--- config.mk ---
export PLATFORM = sky130hd
export DESIGN_NAME = operand_loader
export DESIGN_NICKNAME = d
export VERILOG_FILES = /design/src/rtl/operand_loader_pkg.sv /design/src/rtl/operand_loader_parity.sv /design/src/rtl/operand_loader.sv
export SDC_FILE = /design/constraint.sdc
export NUM_CORES = 1
export LEC_CHECK = 0
export ABC_AREA = 1
export CAP_MARGIN = 40
export CORE_UTILIZATION = 44
export DETAILED_ROUTE_END_ITERATION = 6
export GPL_TIMING_DRIVEN = 0
export PLACE_DENSITY = 0.78
export SKIP_LAST_GASP = 1
export SLEW_MARGIN = 20
export SYNTH_ARGS = -nofsm -noshare
export SYNTH_HDL_FRONTEND = slang
export SYNTH_SLANG_ARGS = --single-unit
--- constraint.sdc ---
create_clock -name clk -period 1.2 [get_ports clk]
set_input_delay 0.12 -clock clk [delete_from_list [all_inputs] [get_ports clk]]
set_output_delay 0.12 -clock clk [all_outputs]
set_load 0.05 [all_outputs]
--- src/rtl/operand_loader_pkg.sv ---
// Shared types and constants for the operand loader.
// Optional parity checking is enabled by defining OPERAND_LOADER_PARITY_EN.
package operand_loader_pkg;

    localparam int DEF_WIDTH = 8;
    localparam int CNT_W     = 8;

    typedef enum logic [1:0] {
        LOAD_A  = 2'd0,
        LOAD_B  = 2'd1,
        PRESENT = 2'd2
    } state_e;

    function automatic logic even_par(input logic [DEF_WIDTH-1:0] d);
        return ^d;
    endfunction

endpackage

--- src/rtl/operand_loader_parity.sv ---
// Combinational even-parity check on an incoming operand word.
// Only instantiated when OPERAND_LOADER_PARITY_EN is defined.
module operand_loader_parity
    import operand_loader_pkg::*;
#(
    parameter int WIDTH = DEF_WIDTH
) (
    input  logic [WIDTH-1:0] data_i,
    input  logic             parity_i,
    output logic             par_ok_o
);

    // The parity bit makes the total count of ones even.
    assign par_ok_o = ((^data_i) ^ parity_i) == 1'b0;

endmodule

--- src/rtl/operand_loader.sv ---
// Collects two operand words A then B and presents them as one pair.
// Define OPERAND_LOADER_PARITY_EN to add in_parity/par_err word checking.
module operand_loader
    import operand_loader_pkg::*;
#(
    parameter int WIDTH = DEF_WIDTH
) (
    input  logic             clk,
    input  logic             rst,
    input  logic             in_valid,
    input  logic [WIDTH-1:0] in_data,
    output logic             in_ready,
    input  logic             flush,
    output logic             out_valid,
    input  logic             out_ready,
    output logic [WIDTH-1:0] out_a,
    output logic [WIDTH-1:0] out_b,
`ifdef OPERAND_LOADER_PARITY_EN
    input  logic             in_parity,
    output logic             par_err,
`endif
    output logic [CNT_W-1:0] pair_cnt
);

    state_e             state_q;
    logic [WIDTH-1:0]   a_q;
    logic [WIDTH-1:0]   b_q;
    logic               valid_q;
    logic [CNT_W-1:0]   cnt_q;
    logic [CNT_W-1:0]   cnt_d;
    logic               accept;
    logic               word_ok;

`ifdef OPERAND_LOADER_PARITY_EN
    logic               par_err_q;
    logic               par_ok;

    operand_loader_parity #(
        .WIDTH(WIDTH)
    ) u_parity (
        .data_i  (in_data),
        .parity_i(in_parity),
        .par_ok_o(par_ok)
    );

    assign word_ok = par_ok;
    assign par_err = par_err_q;
`else
    assign word_ok = 1'b1;
`endif

    assign in_ready  = !rst && (state_q != PRESENT);
    assign accept    = in_valid && in_ready;
    assign cnt_d     = cnt_q + 1'b1;

    assign out_valid = valid_q;
    assign out_a     = a_q;
    assign out_b     = b_q;
    assign pair_cnt  = cnt_q;

    always_ff @(posedge clk) begin
        if (rst) begin
            state_q <= LOAD_A;
            a_q     <= '0;
            b_q     <= '0;
            valid_q <= 1'b0;
            cnt_q   <= '0;
`ifdef OPERAND_LOADER_PARITY_EN
            par_err_q <= 1'b0;
`endif
        end else begin
`ifdef OPERAND_LOADER_PARITY_EN
            par_err_q <= 1'b0;
`endif
            // Flush wins over loading and over a same-cycle handshake.
            if (flush) begin
                state_q <= LOAD_A;
                valid_q <= 1'b0;
            end else begin
                case (state_q)
                    LOAD_A: begin
                        if (accept && word_ok) begin
                            a_q     <= in_data;
                            state_q <= LOAD_B;
                        end
`ifdef OPERAND_LOADER_PARITY_EN
                        if (accept && !word_ok)
                            par_err_q <= 1'b1;
`endif
                    end
                    LOAD_B: begin
                        if (accept && word_ok) begin
                            b_q     <= in_data;
                            valid_q <= 1'b1;
                            state_q <= PRESENT;
                        end
`ifdef OPERAND_LOADER_PARITY_EN
                        if (accept && !word_ok)
                            par_err_q <= 1'b1;
`endif
                    end
                    PRESENT: begin
                        if (out_ready) begin
                            valid_q <= 1'b0;
                            cnt_q   <= cnt_d;
                            state_q <= LOAD_A;
                        end
                    end
                    default: begin
                        state_q <= LOAD_A;
                        valid_q <= 1'b0;
                    end
                endcase
            end
        end
    end

endmodule

==> metrics <==
status=finished, final reports clean; CP required=1.08 ns; crit path capture type=primary output; Net Count, Synth=166; area grow syn2layout=47.0%; maximum fanout along the worst path=4; Finish-stage setup viols=0; Synth Area in Compound Gates=13.6%; Worst EP arrival=1.07 ns; overall routed net length=2.79 mm; max_slew headroom=73.1%; Worst path max stage delay=0.39 ns; reg2reg start=state_q[0]; fmax=841 MHz; mux contribution to synthesized area=0%; Reg2Reg Capture Point=out_b[2]; worst hold slack=0.221 ns; type of the tightest min-delay check=in -> reg; final-report hold violation count=0; initial antenna violation count=0; RSZ-0062 raised after global routing=yes; P per Cell Area=909 nW/µm²; Die ar.=2800 µm²; number of unique standard cell types used by synthesis=20; Design Area, Final=1680 µm²; Synth Warn #=0; Setup WS post-layout=0.0110 ns; post-synthesis register bit count=27; Synth Cell Area=1140 µm²; first-pass GRT wire length=4.35 mm; XOR/XNOR Fraction of Synth Area=0.768%; first drt pass iteration count=4; number of routed nets with antenna violations=0; share of layout cells above drive strength 1=30.7%; Slew Viols, Final=0; pre-CTS setup slack=-0.507 ns; post-synthesis sequential area ratio=47.4%; die width=52.9 µm; antenna cells=0; Final GP Congestion=0.703; Die Span Y=52.9 µm; CP Launch Point=state_q[1]; Starting Density=46.4%; row count=18; Detailed Route Iter0 Violations=13; IO buf count=38; CTS tree=done; fin crit period=1.19 ns; vias in the first global route=1052; Hold Path Depth=2; Buf/Inv on CP=2; final global-route overflow total=0; critical path's slowest cell=dfxtp_4; Placed Area=1560 µm²; Final Cycle Share=99.1%; Reg2Reg Depth=6; CP delay by family, top=flip-flops; commonest cells after routing, fill and taps aside=nor2_1 (38), dfxtp_1 (21), o21ai_0 (20), nand2_1 (20), buf_2 (12); max cap viols=0; Static Leakage=0.000743 µW; Routed WL per cell=12.0 µm; io pins=39; Post-layout nets=217; Syn Area/Cell=7.50 µm²; peak supply drop=0.707 mV; synthesized instance count=152; Root Buffer=clkbuf_4; Core Area=2450 µm²; Worst-Margin Slew=0.404 ns; pin count of the biggest net entering global routing=15; combinational family with the most area after synthesis=simple AND/OR/NAND/NOR gates; DRC viols=0; Clock Latency Late Sink=0.31 ns; CP Launch Type=flop; Synth Area in Simple Gates=30.6%; Reg2Reg Setup Slack=0.06 ns; end of the critical path=in_ready; Tot GR Track Use=21.3%; DP HPWL=1.93 mm; kind of critical path=reg -> out; CTS Buf Count=3; Vias/cell=4.96; Clock Path Buffers=2; Fin Clk Skew=0.00600 ns; clk sinks=27; adder-cell share of the synthesized area=1.10%; Layout Utilization=68.2%; H-tree depth=1; crit-path cells=inv_8 > nor2_4 > nor2_2 > buf_6; most common cell after layout, fill and taps aside=nor2_1; Vias=1151; critical path depth in cells=4; clk slew on worst S/H paths=0.14 ns
synth_stat cells:
library cell | count | area, µm²
nor2_8 | 1 | 20.0
nand4_2 | 3 | 37.5
inv_4 | 1 | 6.26
dfxtp_1 | 27 | 541
a21oi_1 | 8 | 40.0
o211ai_1 | 1 | 7.51
nand3_1 | 3 | 15.0
nand4_1 | 1 | 6.26
o21ai_0 | 20 | 100
inv_1 | 11 | 41.3
and3_1 | 1 | 6.26
o21bai_1 | 1 | 7.51
nand2_1 | 20 | 75.1
ha_1 | 1 | 12.5
inv_2 | 5 | 18.8
nor2_4 | 2 | 22.5
nor2_1 | 41 | 154
nand2_2 | 2 | 12.5
xor2_1 | 1 | 8.76
buf_1 | 2 | 7.51
worst min path at each step:
| stage | start | to | slack [ns] |
|---|---|---|---|
| after floorplan | rst | pair_cnt[4] | 0.19 |
| after global placement | out_valid | out_valid | 0.45 |
| after detailed placement | out_valid | out_valid | 0.47 |
| after CTS | rst | pair_cnt[4] | 0.22 |
| after global routing | rst | pair_cnt[4] | 0.22 |
| final | rst | pair_cnt[4] | 0.22 |
flip-flops by register name, indices dropped and copies added, names as in the netlist:
name,count
pair_cnt,8
out_valid,1
out_a,8
state_q,2
out_b,8
cell families after synthesis:
family / count (synthesis)
and+or+nand+nor: 74
buffers and inverters: 19
xor gates and xnor gates: 1
DFF: 27
adders and majority gates: 1
AOI/OAI and AO/OA: 30
what timing repair did:
| action | CTS | global route |
|---|---|---|
| endpoints found under the setup margin | 42 | 37 |
| buffers inserted | 6 | 2 |
| pin swaps | 2 | 5 |
| resized for setup | 96 | 42 |
| hold endpoints to repair | 0 | 0 |
| hold buffers | 0 | 0 |
power breakdown:
group	internal (µW)	total (µW)	switching, µW
clock network	130	383	254
logic	84.7	222	137
registers	906	917	11.0
total	1120	1520	402
per-layer routing:
layer,share of wire (%),global-route usage [%],vias up
met3,5.5,6.03,4
met4,1.4,8.77,0
li1,-,-,588
met2,48,37.8,33
met5,0,0,-
met1,45,23.5,526
stage by stage:
stage | TNS, ns | std cells | power, µW
floorplan | -0.166 | 152 | 1060
global placement | -8.55 | 220 | 1150
detailed placement | -9.62 | 220 | 1160
CTS | -0.0718 | 230 | 1520
global route | -0.137 | 232 | 1580
finish | 0 | 232 | 1520
layout make-up:
type	count	area, µm²
timing repair buffer	46	402
sequential	27	558
multi-input combinational	106	568
tap	30	37.5
inverter	17	76.3
fill	205	779
buffer	2	7.51
clock buffer	4	26.3
No activity file was read; power rests on OpenSTA's default activity.
